$ cat config.mk
export PLATFORM = sky130hd
export DESIGN_NAME = bcd_seg_display
export DESIGN_NICKNAME = d
export VERILOG_FILES = /design/src/rtl/bcd_seg_display.sv
export SDC_FILE = /design/constraint.sdc
export NUM_CORES = 1
export LEC_CHECK = 0
export CORE_MARGIN = 3
export CORE_UTILIZATION = 59
export CTS_BUF_LIST = sky130_fd_sc_hd__clkbuf_16
export CTS_CLUSTER_DIAMETER = 120
export DETAILED_ROUTE_END_ITERATION = 16
export GPL_ROUTABILITY_DRIVEN = 0
export PLACE_DENSITY = 0.84
export SKIP_LAST_GASP = 1
export SLEW_MARGIN = 20
export SYNTH_ARGS = -nofsm -noshare
export SYNTH_HDL_FRONTEND = slang
export SYNTH_SLANG_ARGS = --single-unit
$ cat constraint.sdc
create_clock -name clk -period 4.52 [get_ports clk]
set_clock_uncertainty 0.2 [all_clocks]
set_input_delay 1.356 -clock clk [delete_from_list [all_inputs] [get_ports clk]]
set_output_delay 1.356 -clock clk [all_outputs]
set_load 0.03 [all_outputs]
$ cat src/rtl/bcd_seg_display.sv
// bcd_seg_display: display back-end for the processor's 8-bit result register.
// The posted value is converted to BCD with an iterative double-dabble
// converter (one shift per clock). It is then encoded onto two 7-segment
// digits and a sign LED.
//
// Ports:
//   clk        rising-edge clock
//   Reset      asynchronous active-low reset
//   start      conversion request, sampled only while idle
//   value      8-bit result, sampled with start
//   is_signed  1 = value is two's complement, sampled with start
//   busy       conversion in progress
//   done       one-cycle pulse when new outputs take effect
//   Tens/Ones  segment drives, bit order {g,f,e,d,c,b,a}
//   LED        negative-sign indicator
//   ovf        magnitude exceeds 99 (digits show dashes)
module bcd_seg_display #(
  parameter bit BLANK_LZ       = 1'b1,
  parameter bit SEG_ACTIVE_LOW = 1'b1
) (
  input  logic       clk,
  input  logic       Reset,
  input  logic       start,
  input  logic [7:0] value,
  input  logic       is_signed,
  output logic       busy,
  output logic       done,
  output logic [6:0] Tens,
  output logic [6:0] Ones,
  output logic       LED,
  output logic       ovf
);

  typedef enum logic [1:0] {IDLE, SHIFT, ENCODE} state_t;

  // Blank and dash patterns in the active-low sense. The output polarity is
  // applied once, at the register input.
  localparam logic [6:0] SEG_BLANK = 7'b1111111;
  localparam logic [6:0] SEG_DASH  = 7'b0111111;

  state_t      state, state_nx;
  logic        neg;
  logic [7:0]  mag;
  logic [11:0] bcd;       // {H,T,O}
  logic [11:0] bcd_adj;
  logic [2:0]  cnt;
  logic [6:0]  tens_lo, ones_lo;
  logic        ovf_nx;

  function automatic logic [6:0] seg(input logic [3:0] d);
    case (d)
      4'd0:    seg = 7'b1000000;
      4'd1:    seg = 7'b1111001;
      4'd2:    seg = 7'b0100100;
      4'd3:    seg = 7'b0110000;
      4'd4:    seg = 7'b0011001;
      4'd5:    seg = 7'b0010010;
      4'd6:    seg = 7'b0000010;
      4'd7:    seg = 7'b1111000;
      4'd8:    seg = 7'b0000000;
      4'd9:    seg = 7'b0010000;
      default: seg = SEG_BLANK;
    endcase
  endfunction

  function automatic logic [6:0] pol(input logic [6:0] s);
    pol = SEG_ACTIVE_LOW ? s : ~s;
  endfunction

  // Double-dabble correction: any nibble >= 5 gets +3 before the shift.
  // After the shift it then carries correctly into the next decade.
  always_comb begin
    bcd_adj = bcd;
    for (int i = 0; i < 3; i++)
      if (bcd[4*i +: 4] >= 4'd5) bcd_adj[4*i +: 4] = bcd[4*i +: 4] + 4'd3;
  end

  // Encoding of the finished BCD value, consumed on the ENCODE edge.
  always_comb begin
    ovf_nx  = (bcd[11:8] != 4'd0);
    ones_lo = seg(bcd[3:0]);
    tens_lo = (BLANK_LZ && bcd[7:4] == 4'd0) ? SEG_BLANK : seg(bcd[7:4]);
    if (ovf_nx) begin
      ones_lo = SEG_DASH;
      tens_lo = SEG_DASH;
    end
  end

  always_comb begin
    state_nx = state;
    case (state)
      IDLE:    if (start) state_nx = SHIFT;
      SHIFT:   if (cnt == 3'd7) state_nx = ENCODE;
      ENCODE:  state_nx = IDLE;
      default: state_nx = IDLE;
    endcase
  end

  always_ff @(posedge clk or negedge Reset) begin
    if (!Reset) state <= IDLE;
    else        state <= state_nx;
  end

  assign busy = (state != IDLE);

  always_ff @(posedge clk or negedge Reset) begin
    if (!Reset) begin
      neg  <= 1'b0;
      mag  <= 8'd0;
      bcd  <= 12'd0;
      cnt  <= 3'd0;
      done <= 1'b0;
      LED  <= 1'b0;
      ovf  <= 1'b0;
      Tens <= pol(SEG_BLANK);
      Ones <= pol(SEG_BLANK);
    end else begin
      done <= (state == ENCODE);
      case (state)
        IDLE: if (start) begin
          neg <= is_signed & value[7];
          // 8'h80 signed negates to 8'h80, which reads as 128 unsigned.
          mag <= (is_signed & value[7]) ? (~value + 8'd1) : value;
          bcd <= 12'd0;
          cnt <= 3'd0;
        end
        SHIFT: begin
          {bcd, mag} <= {bcd_adj[10:0], mag, 1'b0};
          cnt        <= cnt + 3'd1;
        end
        ENCODE: begin
          LED  <= neg;
          ovf  <= ovf_nx;
          Tens <= pol(tens_lo);
          Ones <= pol(ones_lo);
        end
        default: ;
      endcase
    end
  end

endmodule

# Word-level counts from Yosys, hierarchy flattened
# Memories as Yosys holds them, arrays and structs flattened.
# Cells that the tools add are included.
# word_totals
register_bits,43
elab_cells,51
out_inout_bits,18
mem_bits_ro,224
inputBits,12
n_memories,2
# op_classes
n_lt_le_gt_ge,3
n_reduce_logical,8
n_bitwise,2
eq_ne,5
n_addsub,5
muxes,16
# mem_list
name,depth,width,rd,rd_clocked_by_memory_dff,write_ports,line_no,source
(name not given),16,7,1,0,0,51,case (d)
(name not given),16,7,1,0,0,51,
# op_table
op,count
one-hot mux 12 bit (2 select lines),1
2-to-1 mux 7 bit,3
2-to-1 mux 8 bit,2
one-hot mux 8 bit (2 select lines),1
>= comparator 4 x 3 -> 1 bit (second input constant),3
2-to-1 mux 12 bit,1
adder 4 x 2 -> 4 bit (second input constant),2
adder 8 x 1 -> 8 bit (second input constant),1
2-to-1 mux 4 bit,2
NOT 8 bit,1
2-to-1 mux 3 bit,2
one-hot mux 3 bit (2 select lines),1
AND reduction 2 bit,3
zero test 4 bit,1
2-to-1 mux 2 bit,2
inequality test 2 bit (second input constant),2
one-hot mux 2 bit (2 select lines),1
nonzero test 2 bit,2
nonzero test 4 bit,1
adder 3 x 1 -> 3 bit (second input constant),1
adder 3 x 2 -> 3 bit (second input constant),1
== test 3 bit (second input constant),1
== test 2 x 1 -> 1 bit (second input constant),1
== test 2 bit (second input constant),1
other kinds (2),2

# Logic depth before layout (Yosys ltp)
# Gate-level depths: netlist of the first run.
# depth
word_depth,5
depth_mapped,6
depth_no_buf,6

# Worst setup path after synthesis of the first run
# OpenSTA, ideal clock, no wires.
# synth_timing
kind,in2reg
startpoint,input port value[3]
endpoint,register mag[7]
t_arrival_ns,2.246
setup_slack_ns,2.008
path_buffers,0
cell_stages,4
setup_ns,0.066
required_ns,4.254
cell_sequence,or4_1 > o41ai_1 > nand3_1 > nand2_1
# synth_via
elab_chain_cells,5
# synth_lines
item,line_no,source
"start, declared",24,"input logic [7:0] value,"
NOT 8 bit,123,mag <= (is_signed & value[7]) ? (~value + 8'd1) : value;
adder 8 x 1 -> 8 bit,123,
2-to-1 mux 8 bit,123,
2-to-1 mux 8 bit,120,IDLE: if (start) begin
one-hot mux 8 bit (2 select lines),119,case (state)
"end signal, assigned",123,
"end signal, assigned",128,"{bcd, mag} <= {bcd_adj[10:0], mag, 1'b0};"
"end, declared",43,logic [7:0] mag;
# Every way passes these cells. The select of a mux whose other input is x is not followed.
# A chain may end at the register's enable or synchronous reset.

# Final worst setup path of the first run
# layout_timing
startpoint,register state[1]
endpoint,output port busy
# layout_via
elab_chain_cells,1
# layout_lines
item,line_no,source
"start, declared",41,"state_t state, state_nx;"
"start signal, assigned",101,else state <= state_nx;
nonzero test 2 bit,104,assign busy = (state != IDLE);
"end, declared",26,"output logic busy,"
# Every way passes these cells.

==> results by group, run 1 <==
Run status
  – Outcome: complete, no violations

Synthesis
  – Post-synth EDFFs: 0
  – Avg Cell Area, Syn: 9.73 µm²
  – Post-Syn Instances: 238
  – Ys async rst share: 100%
  – Mapped Area: 2320 µm²
  – Ys flop type: dfrtp_1
  – Synthesized flop and latch total: 43
  – Yosys Warn Count: 0
  – Register area share after synthesis: roughly 47%
  – Distinct cells, synth: 36
  – Synth Net Count: 265

STA
  – Worst-Margin Slew: 1.04 ns
  – Unrepaired setup endpoints after global routing: false
  – Post-route clock period utilization: 70.4%
  – Max_slew headroom: a little under a third
  – Setup violators final: 0
  – Pins over their slew limit: 0
  – Peak Freq: 314 MHz
  – Min Tclk post-route: roughly 3.2 ns
  – Setup TNS: 0 ns
  – Final Hold Fails: 0

Drt
  – Drt wl/cell: about 16 µm
  – Iter 0 DRT Violations: between 90 and 100
  – Drc violations: 0
  – Vias/cell: 5.92
  – Antenna Violating Nets Remaining: 0
  – Routed wire length: 4970 µm
  – DR vias: 1858
  – DR pass1 iterations: 4

Finish
  – Nets: just under 300
  – Post-Layout Cell Count: 314
  – Commonest non-fill, non-tap cell in the layout: dfrtp_1
  – Total inserted antenna cells: 0
  – Share of cells above drive strength 1: 10.2%
  – Most frequent cells in the layout: dfrtp_1 (29), clkdlybuf4s50_1 (28), nor2_1 (24)
  – Area growth, synth to finish: 21.3%

GRT
  – Global-route wire length before repair: 8050 µm
  – Total gr overflow: 0
  – Initial antenna violation count: 0
  – Vias in the first global route: 1669
  – Largest net degree at the start of global routing: 44
  – Total Routing Usage GR: 23.6%

Setup path
  – Critical path cell sequence: nor2_1 -> inv_1 -> clkdlybuf4s50_1
  – Cell at the slowest stage of the critical path: clkdlybuf4s50_1
  – Crit. End Element: primary output
  – Top cell family by delay on the critical path: buffers and inverters
  – Crit Path Category: reg -> out
  – CP arrival: 1.63 ns
  – Max incr delay on CP: 0.66 ns
  – Critical Path Start Type: register
  – Critical Path Fanout Max: 8
  – Worst Path Required: about 3.0 ns
  – WP buf/inv: 2

Die
  – Initial Util: approximately 62%
  – Die Wd: a little under 70 µm
  – Die height: 68.7 µm
  – # rows: 22
  – Core area: 3720 µm²
  – Die area: approximately 4700 µm²
  – I/O pin count: 30

Pwr
  – PD cells: approximately 810 nW/µm²
  – Leakage power: 1.24 nW
  – Worst ir drop on vdd: 0.718 mV

Worst hold path
  – Tightest Hold Check Type: reg -> reg

Clock network
  – CTS clk-pin slew, worst paths: 0.06 ns
  – Root Buffer: clkbuf_16
  – Cts-stage hold buffer count: 0
  – Worst-skew pair later-pin latency: 0.29 ns
  – Num CTS Buffers: 5
  – CTS Buffer Depth: 2
  – Sink Count: between 40 and 50
  – Htree depth: 2
  – Post-CTS Resized: 0
  – CTS tree: built
  – # Post-CTS Setup Buffers: 0

Placed design
  – Port-buffer cells: 29
  – Final HPWL DP: 3400 µm
  – Placed cells: 306

Run
  – Number of max-cap violations: 0
-- layout make-up --
| type | instances | area, µm² |
|---|---|---|
| multi-input combinational | 170 | 1120 |
| sequential | 43 | 1090 |
| fill | 257 | 906 |
| timing repair buffer | 29 | 285 |
| clock buffer | 5 | 125 |
| clock inverter | 3 | 63.8 |
| inverter | 16 | 60.1 |
| tap | 48 | 60.1 |
-- stage by stage --
stage | hold WS, ns | worst slack [ns] | util, % | cell area, µm² | power, mW
6_report | 0.295 | 1.34 | 75.6 | 2810 | 2.27
5_1_grt | 0.316 | 1.24 | 75.6 | 2810 | 2.44
4_1_cts | 0.301 | 1.34 | 75.6 | 2810 | 2.29
3_5_place_dp | 0.287 | 1.43 | 70.5 | 2620 | 1.81
3_3_place_gp | 0.261 | 1.47 | 70.5 | 2620 | 1.77
2_1_floorplan | 0.239 | 2.01 | - | 2320 | 1.51
-- final timing paths --
path | to | depth (start not counted) | from | slack (ns)
min | mag[0]$_DFFE_PN0P_ | 2 | mag[0]$_DFFE_PN0P_ | 0.30
max in group asynchronous | mag[2]$_DFFE_PN0P_ | 1 | Reset | 2.53
min reg2reg | mag[0]$_DFFE_PN0P_ | 2 | mag[0]$_DFFE_PN0P_ | 0.30
min in group asynchronous | bcd[8]$_DFFE_PN0P_ | 1 | Reset | 1.01
max reg2reg | cnt[2]$_DFFE_PN0P_ | 3 | state[0]$_DFFE_PN0P_ | 2.54
max | busy | 3 | state[1]$_DFFE_PN0P_ | 1.34
-- logic make-up after synthesis --
| logic type | Yosys count | synth area share (%) |
|---|---|---|
| DFF | 43 | 47.2 |
| muxes | 5 | 2.16 |
| xor gates and xnor gates | 8 | 3.03 |
| adders and majority gates | 15 | 8.10 |
| and+or+nand+nor | 66 | 14.0 |
| buffers and inverters | 25 | 4.32 |
| AOI/OAI and AO/OA | 76 | 21.2 |
-- layer usage --
metal  vias to the layer above  part of all wire (%)  GRT usage [%]
li1                        903                     -              -
met1                       918                    45           29.7
met2                        30                    50           38.4
met3                         7                   3.7           6.48
met4                         0                   1.5           9.43
met5                         -                     0              0
-- registers in the layout (all words and copies together), names as in the netlist --
name,cells
done,1
state,2
bcd,12
ovf,1
Tens,7
LED,1
mag,8
cnt,3
Ones,7
neg,1
-- cells in the mapped netlist, drive strengths merged, types with 3 or more instances --
cell	number	area share (%)
nor2	24	3.9
a22o	4	1.5
nand2	21	3.5
a21oi	17	3.7
o22ai	6	1.6
ha	15	8.1
nor3	4	0.86
o22a	10	3.8
clkbuf	6	0.97
o21ai	20	4.5
dfstp	14	16
mux2i	5	2.2
o31ai	3	0.97
buf	3	0.76
dfrtp	29	31
a22oi	5	1.6
inv	16	2.6
a31oi	5	1.4
xnor2	8	3.0
and2	3	0.81
nand2b	5	1.7
-- tightest hold or removal path, stage by stage (launching register included) --
cell and delay [ns]:
dfrtp_1 0.35, nand2_1 0.05, o21ai_0 0.06
-- power by group --
group | internal, mW | leakage (nW) | switching [mW]
Combinational | 0.458 | 0.636 | 0.588
Clock | 0.315 | 0.0952 | 0.146
Sequential | 0.603 | 0.512 | 0.165
Total | 1.37 | 1.24 | 0.900
Note: power is estimated with default switching activity, not from simulation.
==> inputs of run 2 (changes only) <==
Settings changed: CORE_UTILIZATION 59 to 55, PLACE_DENSITY 0.84 to 0.79.
Clock period 4.52 ns to 3.15 ns, I/O delays scaled along.
==> run 2 against run 1 <==
Against the previous run:
- clock-buffer cell count stayed put
- sequential share of layout area is 0.58 points higher
- wire length is 0.82% lower
- worst setup slack worse by 0.97 ns
- clock power is 5.9% higher
- die area is 6.6% higher
- hold slack better by 0.0024 ns
- cell count is 0.32% higher
- power is 37% higher
- critical endpoint unchanged
==> results by group, run 2 (same netlist as run 1, synthesis figures left out) <==
Run status
  – Outcome: complete, no violations

Drt
  – Drt wl/cell: 15.7 µm (-1.1%)
  – Vias/cell: 5.80 (-1.9%)
  – Routed wire length: 4930 µm (-0.82%)
  – DR pass1 iterations: 4 (unchanged)
  – Antenna Violating Nets Remaining: 0 (unchanged)
  – Drc violations: 0 (unchanged)
  – Iter 0 DRT Violations: 114 (+21%)
  – DR vias: 1828 (-1.6%)

Setup path
  – Crit. End Element: primary output
  – Worst Path Required: 2.00 ns (-0.96 ns)
  – Critical Path Fanout Max: 8 (unchanged)
  – Cell at the slowest stage of the critical path: clkdlybuf4s50_1
  – Max incr delay on CP: 0.67 ns (about the same)
  – Critical Path Start Type: register
  – CP arrival: 1.63 ns (about the same)
  – Crit Path Category: reg -> out
  – Crit path depth: 3 (unchanged)
  – R2R cell count: 6 (+3)
  – Critical path cell sequence: nor2_1 -> inv_1 -> clkdlybuf4s50_1
  – Top cell family by delay on the critical path: buffers and inverters
  – WP buf/inv: 2 (unchanged)

Clock network
  – CTS clk-pin slew, worst paths: 0.06 ns (about the same)
  – Root Buffer: clkbuf_16
  – # Post-CTS Setup Buffers: 0 (unchanged)
  – Htree depth: 2 (unchanged)
  – Num CTS Buffers: 5 (unchanged)
  – Cts-stage hold buffer count: 0 (unchanged)
  – Sink Count: 43 (unchanged)
  – Post-CTS Resized: 0 (unchanged)
  – CTS Buffer Depth: 2 (unchanged)
  – Worst-skew pair later-pin latency: 0.28 ns (about the same)
  – CTS tree: built

Worst hold path
  – Hold Path Depth: 2 (unchanged)
  – Tightest Hold Check Type: reg -> reg

Die
  – Initial Util: 60.1% (-2.2 points)
  – Die height: 70.9 µm (+3.3%)
  – Core area: 3850 µm² (+3.7%)
  – Die Wd: 70.9 µm (+3.3%)
  – # rows: 22 (unchanged)
  – I/O pin count: 30 (unchanged)
  – Die area: 5030 µm² (+6.6%)

Finish
  – Fin util: 71.9% (-3.8 points)
  – Share of cells above drive strength 1: 10.5% (+0.34 points)
  – Most frequent cells in the layout: dfrtp_1 (29), clkdlybuf4s50_1 (28), nor2_1 (23)
  – Post-Layout Cell Count: 315 (+0.32%)
  – Reg with most FFs: bcd
  – Commonest non-fill, non-tap cell in the layout: dfrtp_1
  – Number of flip-flops in the largest register: 12 (unchanged)
  – Total inserted antenna cells: 0 (unchanged)
  – Area growth, synth to finish: 19.6%
  – Filler cells: 308 (+20%)
  – Top flop regs: bcd: 12 flops, mag: 8 flops
  – Nets: 293 (+0.34%)

GRT
  – Largest net degree at the start of global routing: 44 (unchanged)
  – Total Routing Usage GR: 21.4% (-2.2 points)
  – Total gr overflow: 0 (unchanged)
  – Initial antenna violation count: 0 (unchanged)
  – Vias in the first global route: 1814 (+8.7%)
  – Global-route wire length before repair: 8600 µm (+6.8%)

STA
  – Setup TNS: 0 ns (unchanged)
  – Pins over their slew limit: 0 (unchanged)
  – Final Hold Fails: 0 (unchanged)
  – Peak Freq: 360 MHz
  – Worst-Margin Slew: 0.926 ns (-0.118 ns)
  – Setup violators final: 0 (unchanged)
  – Min Tclk post-route: 2.78 ns
  – Post-route clock period utilization: between 80% and 90%
  – Min Hold Slack: 0.298 ns (+0.00242 ns)
  – Unrepaired setup endpoints after global routing: false
  – Max_slew headroom: 38.3% (+8.1 points)

Pwr
  – PD cells: 1120 nW/µm² (+39%)
  – Worst ir drop on vdd: 0.737 mV (+2.6%)
  – Leakage power: 1.23 nW (-1.1%)

Placed design
  – Final HPWL DP: 3480 µm (+2.4%)
  – Port-buffer cells: 29 (unchanged)
  – Placed cells: 307 (+0.33%)

Run
  – Number of max-cap violations: 0 (unchanged)
run 2: report_power, final:
group / internal (mW) / switching (mW)
clock: 0.286 / 0.201
combinational: 0.666 / 0.853
sequential: 0.865 / 0.238
run 2: path summary, 6_finish.rpt:
path	from	to	slack (ns)
max in group asynchronous	Reset	state[0]$_DFFE_PN0P_	1.58
worst min-delay path	mag[6]$_DFFE_PN0P_	mag[7]$_DFFE_PN0P_	0.30
worst min register to register	mag[6]$_DFFE_PN0P_	mag[7]$_DFFE_PN0P_	0.30
worst max register to register	bcd[5]$_DFFE_PN0P_	bcd[6]$_DFFE_PN0P_	1.11
worst max-delay path	state[1]$_DFFE_PN0P_	busy	0.37
min in group asynchronous	Reset	done$_DFF_PN0_	0.61
run 2: layer usage:
| metal | GRT usage, % | part of all wire [%] | up-vias | routed length [µm] |
|---|---|---|---|---|
| met5 | 0 | 0 | - | 0 |
| met4 | 7.93 | 2.1 | 0 | 102 |
| met3 | 4.97 | 3.7 | 10 | 180 |
| met2 | 33.3 | 48 | 38 | 2350 |
| met1 | 29.4 | 47 | 880 | 2290 |
| li1 | - | - | 900 | - |
run 2: per-stage QoR:
| step | instance area [µm²] | worst slack [ns] | power, mW |
|---|---|---|---|
| 6_report | 2770 | 0.372 | 3.11 |
| 2_1_floorplan | 2320 | 1.05 | 2.16 |
| 5_1_grt | 2770 | 0.312 | 3.36 |
| 3_3_place_gp | 2630 | 0.527 | 2.55 |
| 4_1_cts | 2770 | 0.393 | 3.13 |
| 3_5_place_dp | 2630 | 0.421 | 2.62 |
run 2: worst reg2reg max path, delay by kind of cell, from the launching register on:
family / cells / cell delay, ns
DFF: 1 / 0.44
AOI/OAI and AO/OA: 2 / 0.39
adders and majority gates: 1 / 0.32
muxes: 1 / 0.23
buffers and inverters: 1 / 0.20
and+or+nand+nor: 1 / 0.11
run 2: layout make-up:
cell class	count	area [µm²]	area share (%)
Tap cell	48	60.1	2.17
Clock inverter	3	12.5	0.452
Multi-Input combinational cell	170	1120	40.6
Sequential cell	43	1090	39.5
Clock buffer	5	125	4.52
Inverter	16	60.1	2.17
Timing Repair Buffer	30	293	10.6
